$ cat config.mk
export PLATFORM = sky130hd
export DESIGN_NAME = sata_phy_rst_seq
export DESIGN_NICKNAME = d
export VERILOG_FILES = /design/src/rtl/sata_phy_pkg.sv /design/src/rtl/sata_prst_lane.sv /design/src/rtl/sata_phy_rst_seq.sv
export SDC_FILE = /design/constraint.sdc
export NUM_CORES = 1
export LEC_CHECK = 0
export ABC_AREA = 1
export CORE_MARGIN = 2
export CORE_UTILIZATION = 40
export DETAILED_ROUTE_END_ITERATION = 6
export PLACE_DENSITY_LB_ADDON = 0.1
export SYNTH_ARGS = -nofsm -noshare
export SYNTH_HDL_FRONTEND = slang
export SYNTH_SLANG_ARGS = --single-unit
export TNS_END_PERCENT = 1
$ cat constraint.sdc
create_clock -name clk -period 3.3 [get_ports clk]
set_clock_uncertainty 0.05 [all_clocks]
set_input_delay 0.825 -clock clk [delete_from_list [all_inputs] [get_ports clk]]
set_output_delay 0.825 -clock clk [all_outputs]
set_load 0.05 [all_outputs]
$ cat src/rtl/sata_phy_pkg.sv
// Shared types and default timing for the SATA GTX reset/bring-up sequencer.
package sata_phy_pkg;

  typedef enum logic [2:0] {
    ST_CPLL_RST  = 3'd0,
    ST_WAIT_LOCK = 3'd1,
    ST_PMA       = 3'd2,
    ST_SATA_RST  = 3'd3,
    ST_WAIT_DONE = 3'd4,
    ST_READY     = 3'd5,
    ST_FAIL      = 3'd6
  } seq_state_t;

  // Default windows, in clk cycles. Every *_TIME value must be at least 1.
  localparam int CPLLRST_TIME_DEF    = 4;
  localparam int TXPMARESET_TIME_DEF = 1;
  localparam int RXEYERESET_TIME_DEF = 35;
  localparam int SATA_RST_TIME_DEF   = 8;
  localparam int PRST_TIME_DEF       = 8;

  // Width of the fixed-window down-counters in the sequencer.
  localparam int TMR_W = 16;

endpackage

$ cat src/rtl/sata_prst_lane.sv
// One partial-reset channel for one lane: a rising request launches a fixed-width
// pulse, after which ack follows the lane's resetdone until the request drops.
module sata_prst_lane
  import sata_phy_pkg::*;
#(
  parameter int PRST_TIME = PRST_TIME_DEF
) (
  input  logic clk,
  input  logic rst,
  input  logic en,
  input  logic req,
  input  logic done,
  output logic pulse,
  output logic ack
);

  localparam int            CW   = (PRST_TIME > 1) ? $clog2(PRST_TIME) : 1;
  localparam logic [CW-1:0] LOAD = CW'(PRST_TIME - 1);

  logic [CW-1:0] tmr;
  logic          req_d;
  logic          held;

  // Pulse timer and ack; a dropped request or a disabled channel clears everything at once.
  always_ff @(posedge clk or posedge rst) begin
    if (rst) begin
      tmr   <= '0;
      pulse <= 1'b0;
      ack   <= 1'b0;
      held  <= 1'b0;
      req_d <= 1'b0;
    end else begin
      req_d <= req;
      if (!en || !req) begin
        tmr   <= '0;
        pulse <= 1'b0;
        ack   <= 1'b0;
        held  <= 1'b0;
      end else if (!req_d) begin
        tmr   <= LOAD;
        pulse <= 1'b1;
        ack   <= 1'b0;
        held  <= 1'b0;
      end else if (pulse) begin
        if (tmr == '0) begin
          pulse <= 1'b0;
          held  <= 1'b1;
          ack   <= done;
        end else begin
          tmr <= tmr - 1'b1;
        end
      end else if (held) begin
        ack <= done;
      end
    end
  end

endmodule

$ cat src/rtl/sata_phy_rst_seq.sv
// Reset/bring-up sequencer for NUM_LANES GTXE2 SATA lanes: CPLL reset, lock wait,
// PMA/eye reset windows, internal SATA reset, userrdy/resetdone handshake, bounded
// retries, plus per-lane TX PCS and RX partial resets served while READY.
module sata_phy_rst_seq
  import sata_phy_pkg::*;
#(
  parameter int NUM_LANES       = 1,
  parameter int CPLLRST_TIME    = CPLLRST_TIME_DEF,
  parameter int TXPMARESET_TIME = TXPMARESET_TIME_DEF,
  parameter int RXEYERESET_TIME = RXEYERESET_TIME_DEF,
  parameter int SATA_RST_TIME   = SATA_RST_TIME_DEF,
  parameter int PRST_TIME       = PRST_TIME_DEF,
  parameter int TIMEOUT_W       = 16,
  parameter int MAX_RETRIES     = 3
) (
  input  logic                 clk,
  input  logic                 rst,
  input  logic                 cplllock,
  input  logic                 usrpll_locked,
  input  logic [NUM_LANES-1:0] txresetdone,
  input  logic [NUM_LANES-1:0] rxresetdone,
  input  logic [NUM_LANES-1:0] txpcsreset_req,
  input  logic [NUM_LANES-1:0] rxreset_req,
  output logic                 cpllreset,
  output logic [NUM_LANES-1:0] txreset,
  output logic [NUM_LANES-1:0] rxreset,
  output logic [NUM_LANES-1:0] txpcsreset,
  output logic [NUM_LANES-1:0] txuserrdy,
  output logic [NUM_LANES-1:0] rxuserrdy,
  output logic                 sata_rst,
  output logic                 gtx_ready,
  output logic                 gtx_configured,
  output logic [NUM_LANES-1:0] recal_tx_done,
  output logic [NUM_LANES-1:0] rxreset_ack,
  output logic                 fail,
  output logic [1:0]           retry_cnt
);

  localparam logic [TMR_W-1:0]     CPLL_LOAD = TMR_W'(CPLLRST_TIME - 1);
  localparam logic [TMR_W-1:0]     TX_LOAD   = TMR_W'(TXPMARESET_TIME - 1);
  localparam logic [TMR_W-1:0]     RX_LOAD   = TMR_W'(RXEYERESET_TIME - 1);
  localparam logic [TMR_W-1:0]     SATA_LOAD = TMR_W'(SATA_RST_TIME - 1);
  localparam logic [TIMEOUT_W-1:0] TMO_MAX   = '1;
  localparam logic [1:0]           MAX_R     = 2'(MAX_RETRIES);

  seq_state_t           state;
  logic [TMR_W-1:0]     tmr;
  logic [TMR_W-1:0]     tx_tmr;
  logic [TMR_W-1:0]     rx_tmr;
  logic [TIMEOUT_W-1:0] tmo;
  logic [NUM_LANES-1:0] rxreset_full;
  logic [NUM_LANES-1:0] rx_pulse;
  logic                 locked;
  logic                 all_done;
  logic                 lost;
  logic                 expired;
  logic                 prst_en;

  // Lock loss is only a restart cause once lock has been seen; expiry only applies while waiting.
  always_comb begin
    locked   = cplllock & usrpll_locked;
    all_done = (&txresetdone) & (&rxresetdone);
    lost     = !locked && (state inside {ST_PMA, ST_SATA_RST, ST_WAIT_DONE, ST_READY});
    expired  = (tmo == TMO_MAX) &&
               (((state == ST_WAIT_LOCK) && !locked) ||
                ((state == ST_WAIT_DONE) && !all_done));
    prst_en  = gtx_configured && (state == ST_READY) && locked;
  end

  // Main sequencer: timers, retries and all registered GTX-facing controls.
  always_ff @(posedge clk or posedge rst) begin
    if (rst) begin
      state          <= ST_CPLL_RST;
      tmr            <= CPLL_LOAD;
      tx_tmr         <= '0;
      rx_tmr         <= '0;
      tmo            <= '0;
      cpllreset      <= 1'b1;
      txreset        <= '1;
      rxreset_full   <= '1;
      txuserrdy      <= '0;
      rxuserrdy      <= '0;
      sata_rst       <= 1'b0;
      gtx_ready      <= 1'b0;
      gtx_configured <= 1'b0;
      fail           <= 1'b0;
      retry_cnt      <= '0;
    end else begin
      tmo <= (tmo == TMO_MAX) ? tmo : tmo + 1'b1;
      if (lost || (expired && (retry_cnt != MAX_R))) begin
        state        <= ST_CPLL_RST;
        tmr          <= CPLL_LOAD;
        tmo          <= '0;
        cpllreset    <= 1'b1;
        txreset      <= '1;
        rxreset_full <= '1;
        txuserrdy    <= '0;
        rxuserrdy    <= '0;
        sata_rst     <= 1'b0;
        gtx_ready    <= 1'b0;
        if (!lost) retry_cnt <= retry_cnt + 2'd1;
      end else if (expired) begin
        state        <= ST_FAIL;
        tmo          <= '0;
        fail         <= 1'b1;
        cpllreset    <= 1'b1;
        txreset      <= '1;
        rxreset_full <= '1;
        txuserrdy    <= '0;
        rxuserrdy    <= '0;
      end else begin
        case (state)
          ST_CPLL_RST: begin
            if (tmr == '0) begin
              state     <= ST_WAIT_LOCK;
              tmo       <= '0;
              cpllreset <= 1'b0;
            end else begin
              tmr <= tmr - 1'b1;
            end
          end
          ST_WAIT_LOCK: begin
            if (locked) begin
              state        <= ST_PMA;
              tmo          <= '0;
              txreset      <= '0;
              rxreset_full <= '0;
              tx_tmr       <= TX_LOAD;
              rx_tmr       <= RX_LOAD;
            end
          end
          ST_PMA: begin
            if (tx_tmr != '0) tx_tmr <= tx_tmr - 1'b1;
            if (rx_tmr != '0) rx_tmr <= rx_tmr - 1'b1;
            if ((tx_tmr == '0) && (rx_tmr == '0)) begin
              state    <= ST_SATA_RST;
              tmo      <= '0;
              tmr      <= SATA_LOAD;
              sata_rst <= 1'b1;
            end
          end
          ST_SATA_RST: begin
            if (tmr == '0) begin
              state     <= ST_WAIT_DONE;
              tmo       <= '0;
              sata_rst  <= 1'b0;
              txuserrdy <= '1;
              rxuserrdy <= '1;
            end else begin
              tmr <= tmr - 1'b1;
            end
          end
          ST_WAIT_DONE: begin
            if (all_done) begin
              state          <= ST_READY;
              tmo            <= '0;
              gtx_ready      <= 1'b1;
              gtx_configured <= 1'b1;
              retry_cnt      <= '0;
            end
          end
          ST_READY, ST_FAIL: begin
          end
          default: begin
            state     <= ST_CPLL_RST;
            tmr       <= CPLL_LOAD;
            tmo       <= '0;
            cpllreset <= 1'b1;
          end
        endcase
      end
    end
  end

  for (genvar i = 0; i < NUM_LANES; i++) begin : g_lane
    sata_prst_lane #(.PRST_TIME(PRST_TIME)) u_tx (
      .clk   (clk),
      .rst   (rst),
      .en    (prst_en),
      .req   (txpcsreset_req[i]),
      .done  (txresetdone[i]),
      .pulse (txpcsreset[i]),
      .ack   (recal_tx_done[i])
    );
    sata_prst_lane #(.PRST_TIME(PRST_TIME)) u_rx (
      .clk   (clk),
      .rst   (rst),
      .en    (prst_en),
      .req   (rxreset_req[i]),
      .done  (rxresetdone[i]),
      .pulse (rx_pulse[i]),
      .ack   (rxreset_ack[i])
    );
  end

  assign rxreset = rxreset_full | rx_pulse;

endmodule
==> impl_metrics.tcl, run 1 <==
set metrics [dict create \
    cts_root_buffer "clkbuf_16" \
    cts_max_level 3 \
    critPathArrivalTime_ns 1.81 \
    cts_buffers 9 \
    maxCapViolCount 0 \
    wl_per_cell_um 13.2 \
    postLayoutCoreUtil_pct 46.0 \
    gr-total-overflow 0 \
    critPathLaunchType "flip-flop" \
    cts_tree "yes" \
    clk_latency_ns 0.36 \
    dr_total_vias 4993 \
    critPathBufInv 1 \
    grt_pass1_vias 4798 \
    io_buffers 21 \
    max-slew-margin-rel_pct 65.9 \
    use_met2_pct 30.6 \
    vias_per_cell 5.02 \
    hold_viol 0 \
    core-area_um2 13900 \
    syn_inst 793 \
    antenna_found_initial 0 \
    worstPathCellList "or2_2 -> clkdlybuf4s50_1" \
    final_max_slew_viol_count 0 \
    initial_core_util_pct 41.1 \
    leakagePower_nw 3.23 \
    avgSynthCellArea_um2 7.23 \
    cts_sinks 90 \
    clock_tree.buffer_depth 2 \
    dr.first_iter.drc_count 345 \
    cp-end-kind "output pin" \
    hold_path_class "flip-flop to flip-flop" \
    first_pass_iters 7 \
    fmaxAchievable_mhz 372 \
    fillCellCount 1421 \
    route.detailed.drc 0 \
    critPathMaxStageDelay_ns 0.79 \
    ys_seq_area_share_pct 39.4 \
    postRouteAntennaNets 0 \
    ios 22 \
    synth_warnings 0 \
    dieArea_um2 15300 \
    worstMarginPinSlew_ns 0.510 \
    syn_nets 812 \
    cts_setup_buffers 0 \
    drive_gt1_share_pct 8.71 \
    crit_family "buffers and inverters" \
    grt_max_degree 52 \
    grt_pass1_wl_um 23100 \
    top_usage_layer "met2" \
    post_cts_resized 0 \
    crit_slowest_cell "clkdlybuf4s50_1" \
    syn2layout_area_growth_pct 11.7 \
    rows 43 \
    grtUsageMet3_pct 4.26 \
    ys_types 41 \
    final.period_utilization_pct 81.5 \
    rsz0062_at_grt "no" \
    final_nets 829 \
    required_ns 2.42 \
    ir_worst_vdd_uv 505 \
    die_w_um 124 \
    syn_area_um2 5730 \
    rrSetupSlack_ns 0.97 \
    gp_congestion 0.874 \
    p_total_w 0.00670 \
    fin_crit_ns 2.69 \
    crit_fanout 3 \
    outcome "complete, no violations" \
    wirelength_um 13200 \
    tns_ns 0 \
    place_hpwl_um 9220 \
    hold_buffers 0 \
    diodes 0 \
    finalHoldWorstSlack_ns 0.430 \
    die_h_um 124 \
    setup_viol 0 \
    ys_ff_latch 90 \
    crit_type "flip-flop to output pin" \
    use_met1_pct 25.9 \
    grt.total_usage_pct 19.2 \
    cts.clk_slew.worst_paths_ns 0.07 \
    power_density_nw_per_um2 1050 \
]
[power by group]
part	internal, W	switching [W]
clock network	0.000740	0.000454
logic	0.00124	0.00256
registers	0.00140	0.000308
total	0.00338	0.00332
[flip-flops by register name, summed over array words and instances, names as in the netlist]
name               count
cpllreset              1
fail                   1
g_lane.u_rx.ack        1
g_lane.u_rx.held       1
g_lane.u_rx.pulse      1
g_lane.u_rx.req_d      1
g_lane.u_rx.tmr        3
g_lane.u_tx.ack        1
g_lane.u_tx.held       1
g_lane.u_tx.pulse      1
g_lane.u_tx.req_d      1
g_lane.u_tx.tmr        3
gtx_configured         1
gtx_ready              1
retry_cnt              2
rx_tmr                16
rxreset_full           1
rxuserrdy              1
sata_rst               1
state                  3
tmo                   16
tmr                   16
tx_tmr                16
[area by class of cell]
cell class,count,area [µm²],share of cell area (%)
clock buffers,9,225,3.52
clock inverters,7,118,1.84
inverters,80,304,4.75
multi-input cells,602,3010,47.0
flip-flops and latches,90,2260,35.2
well taps,180,225,3.52
repair buffers,27,268,4.18
[stage by stage]
step                      instance area [µm²]  setup slack [ns]  cells
final                                    6410             0.612    995
after global routing                     6410             0.580    995
after detailed placement                 6060             0.506    979
after global placement                   6060             0.576    979
after floorplan                          5730            0.0964    793
after CTS                                6410             0.592    995
[logic make-up after synthesis]
family | share of synthesized area (%)
AO/OA/AOI/OAI | 6.48
flip-flops | 39.4
XOR/XNOR | 5.35
adder cells (fa/ha/maj) | 2.40
multiplexers | 0.175
buffers and inverters | 8.14
AND/OR/NAND/NOR | 38.1
[layout by cell type (no fill, tap or decap), types with 2 or more instances in the layout]
cell type / synthesis / final
bufinv_16: 0 / 3
nand2_4: 7 / 7
nor3_1: 13 / 13
or2_2: 5 / 5
nor2_2: 2 / 2
and2_1: 2 / 2
nand3b_1: 4 / 4
clkdlybuf4s50_1: 0 / 21
inv_2: 8 / 8
clkbuf_16: 0 / 9
o21ai_0: 18 / 18
clkinv_2: 0 / 3
clkinv_4: 0 / 2
xor2_1: 28 / 28
nand3_2: 4 / 4
nand2_2: 5 / 5
inv_1: 71 / 70
o21ai_1: 10 / 10
ha_1: 11 / 11
dfstp_2: 4 / 4
dfrtp_1: 86 / 86
buf_4: 5 / 5
nor2_1: 127 / 127
a21oi_1: 13 / 13
nand4_1: 12 / 12
nand3_1: 94 / 94
o21ai_2: 7 / 7
o21bai_1: 3 / 3
a31oi_1: 2 / 2
xnor2_1: 7 / 7
nand2_1: 214 / 214
o211ai_1: 4 / 4
[worst reg2reg max path, cell delays in order (launching register included)]
cell and delay, ns:
dfrtp_1 0.37, inv_1 0.12, ha_1 0.26, nand2_1 0.07, nor2_1 0.20, nand3_1 0.11, nor2_1 0.19, nand2_1 0.10
nand2_1 0.16, nand3_2 0.34, nand3_1 0.19, nand2_1 0.06
[cells in the mapped netlist (all sizes together)]
| library cell | n | share of area (%) |
|---|---|---|
| a31oi | 2 | 0.22 |
| xnor2 | 7 | 1.1 |
| ha | 11 | 2.4 |
| a21boi | 1 | 0.13 |
| inv | 80 | 5.3 |
| o211ai | 4 | 0.52 |
| o21a | 1 | 0.13 |
| nor2 | 130 | 8.7 |
| nand3b | 4 | 0.52 |
| or2 | 5 | 0.55 |
| dfrtp | 86 | 38 |
| clkbuf | 3 | 0.20 |
| nor4 | 1 | 0.11 |
| a21oi | 15 | 1.6 |
| buf | 18 | 2.7 |
| nand2 | 227 | 16 |
| o21ai | 35 | 3.5 |
| nand3 | 98 | 8.9 |
| dfstp | 4 | 1.8 |
| nand4 | 13 | 1.5 |
| mux2i | 1 | 0.17 |
| o21bai | 3 | 0.39 |
| nor3 | 13 | 1.1 |
| and3 | 1 | 0.11 |
| and2 | 2 | 0.22 |
| xor2 | 28 | 4.3 |
[routing by layer]
metal	part of all wire (%)	vias to the layer above
li1	-	2565
met1	49	2353
met2	47	64
met3	2.9	11
met4	1.3	0
met5	0	-
[worst paths after layout]
check                                   from   endpoint  depth (start not counted)
worst max-delay path            rxreset_full    rxreset                          2
worst min-delay path               gtx_ready  gtx_ready                          2
worst max register to register     tx_tmr[0]     tmr[9]                         11
worst min register to register     gtx_ready  gtx_ready                          2
max in group asynchronous                rst     tmr[0]                          3
min in group asynchronous                rst  rx_tmr[8]                          2
Note: power is estimated with default switching activity, not from simulation.
==> inputs of run 2 (changes only) <==
==> constraint.sdc (replaced) <==
create_clock -name clk -period 2.2 [get_ports clk]
set_clock_uncertainty 0.05 [all_clocks]
set_input_delay 0.55 -clock clk [delete_from_list [all_inputs] [get_ports clk]]
set_output_delay 0.55 -clock clk [all_outputs]
set_load 0.05 [all_outputs]
==> run 2 against run 1 <==
Net effect:
- clock power up 44%
- sequential cell count unchanged
- die area unchanged
- total power up 59%
- worst hold slack worse by 0.013 ns
- final area up 4.6%
- core utilization up 2.1 points
- sequential power up 50%
- worst setup slack worse by 0.56 ns
- routed wire length up 2.0%
- sequential share of layout area down 1.5 points
- via count up 1.4%
- largest cell class unchanged
- largest power group unchanged
==> impl_metrics.tcl, run 2 (synthesis gave the netlist of run 1 again) <==
set metrics [dict create \
    cts_tree "yes" \
    postLayoutCoreUtil_pct 48.1 \
    use_met1_pct 24.7 \
    leakagePower_nw 3.41 \
    io_buffers 21 \
    final_max_slew_viol_count 0 \
    crit_fanout 2 \
    dr_total_vias 5065 \
    crit_type "flip-flop to output pin" \
    grt_pass1_vias 4874 \
    critPathMaxStageDelay_ns 0.82 \
    critPathLaunchType "flip-flop" \
    postRouteAntennaNets 0 \
    cts_max_level 3 \
    hold_path_class "flip-flop to flip-flop" \
    worstPathCellList "clkdlybuf4s50_1" \
    ir_worst_vdd_uv 664 \
    p_total_w 0.0106 \
    cts_buffers 9 \
    final_cell_mix "nand2_1 (213), nor2_1 (124), nand3_1 (94), dfrtp_1 (85), inv_1 (70)" \
    final_nets 857 \
    critPathArrivalTime_ns 1.55 \
    crit_slowest_cell "clkdlybuf4s50_1" \
    grt.total_usage_pct 18.8 \
    power_density_nw_per_um2 1590 \
    gr-total-overflow 0 \
    grtUsageMet3_pct 2.70 \
    gp_congestion 0.869 \
    syn2layout_area_growth_pct 16.8 \
    final.period_utilization_pct 97.6 \
    maxCapViolCount 0 \
    cp-end-kind "output pin" \
    cts_setup_buffers 0 \
    mostFrequentLayoutCell "nand2_1" \
    fin_crit_ns 2.15 \
    top_usage_layer "met2" \
    worstMarginPinSlew_ns 0.516 \
    grt_pass1_wl_um 22800 \
    rows 43 \
    route.detailed.drc 0 \
    crit_family "buffers and inverters" \
    hold_viol 0 \
    die_h_um 124 \
    cts.clk_slew.worst_paths_ns 0.06 \
    required_ns 1.60 \
    critPathBufInv 1 \
    first_pass_iters 5 \
    antenna_found_initial 0 \
    dr.first_iter.drc_count 309 \
    initial_core_util_pct 41.1 \
    place_hpwl_um 9640 \
    grt_max_degree 48 \
    clock_tree.buffer_depth 2 \
    wl_per_cell_um 13.1 \
    drive_gt1_share_pct 12.9 \
    wirelength_um 13400 \
    die_w_um 124 \
    max-slew-margin-rel_pct 65.5 \
    post-route-cell-area_um2 6700 \
    post_dp_cell_area_um2 6330 \
    dieArea_um2 15300 \
    diodes 0 \
    clk_latency_ns 0.35 \
    vias_per_cell 4.95 \
    rsz0062_at_grt "no" \
    ios 22 \
    use_met2_pct 31.2 \
    fmaxAchievable_mhz 466 \
    cts_sinks 90 \
    core-area_um2 13900 \
    cts_root_buffer "clkbuf_16" \
    outcome "complete, no violations" \
    setup_viol 0 \
]
[run 2: cell count changes in the layout (fill, tap and decap cells not counted), moves of 2 or more]
cell,delta
buf_4,+26
clkdlybuf4s50_1,-9
buf_12,+6
clkinvlp_4,+3
nor2_1,-3
nor2_2,+3
clkinv_2,-2
clkinv_4,-2
dlygate4sd2_1,+2
dlymetal6s2s_1,+2
nand2_8,+2
[run 2: layout make-up]
| class | instances | area (µm²) |
|---|---|---|
| well taps | 180 | 225 |
| inverters | 80 | 307 |
| clock buffers | 9 | 225 |
| flip-flops and latches | 90 | 2260 |
| multi-input cells | 603 | 3050 |
| clock inverters | 7 | 100 |
| repair buffers | 54 | 536 |
| fillers | 1410 | 7240 |
[run 2: final timing paths]
check	end	cells past startpoint	slack, ns	from
setup / recovery	sata_rst	1	0.05	sata_rst
hold / removal	cpllreset	2	0.42	cpllreset
setup reg to reg	rx_tmr[9]	13	0.21	tmo[0]
hold reg to reg	cpllreset	2	0.42	cpllreset
max in group asynchronous	tmr[0]	3	1.21	rst
min in group asynchronous	g_lane[0].u_tx.tmr[0]	3	0.59	rst
[run 2: where the power goes]
part / total (W) / switching, W / internal (W)
combinational: 0.00637 / 0.00402 / 0.00235
sequential: 0.00256 / 0.000460 / 0.00210
clock: 0.00171 / 0.000700 / 0.00101
[run 2: routing by layer]
metal / part of all wire, % / vias to the layer above
met1: 48 / 2358
met4: 1.9 / 0
met5: 0 / -
li1: - / 2628
met2: 48 / 60
met3: 1.9 / 19
[run 2: timing repair]
action,in CTS,in global routing
gates resized for setup,2,10
pin swaps,0,2
hold buffers,0,0
endpoints found under the setup margin,2,31
gates cloned,0,1
[run 2: per-stage QoR]
| step | setup WS, ns | instances | TNS [ns] | hold WS (ns) |
|---|---|---|---|---|
| global route | 0.0126 | 1023 | 0 | 0.458 |
| floorplan | 0.361 | 793 | 0 | 0.399 |
| detailed placement | -0.0780 | 1006 | -1.84 | 0.412 |
| finish | 0.0533 | 1023 | 0 | 0.418 |
| CTS | 0.0120 | 1022 | 0 | 0.421 |
| global placement | -0.0241 | 1006 | -0.156 | 0.405 |
==> inputs of run 3 (changes only) <==
--- a/config.mk
+++ b/config.mk
@@ -9,6 +9,7 @@
 export CORE_MARGIN = 2
 export CORE_UTILIZATION = 40
 export DETAILED_ROUTE_END_ITERATION = 6
+export GPL_ROUTABILITY_DRIVEN = 0
 export PLACE_DENSITY_LB_ADDON = 0.1
 export SYNTH_ARGS = -nofsm -noshare
 export SYNTH_HDL_FRONTEND = slang
==> results of run 3 <==
Same layout as run 2: the final DEF is identical, and so are final timing and power.
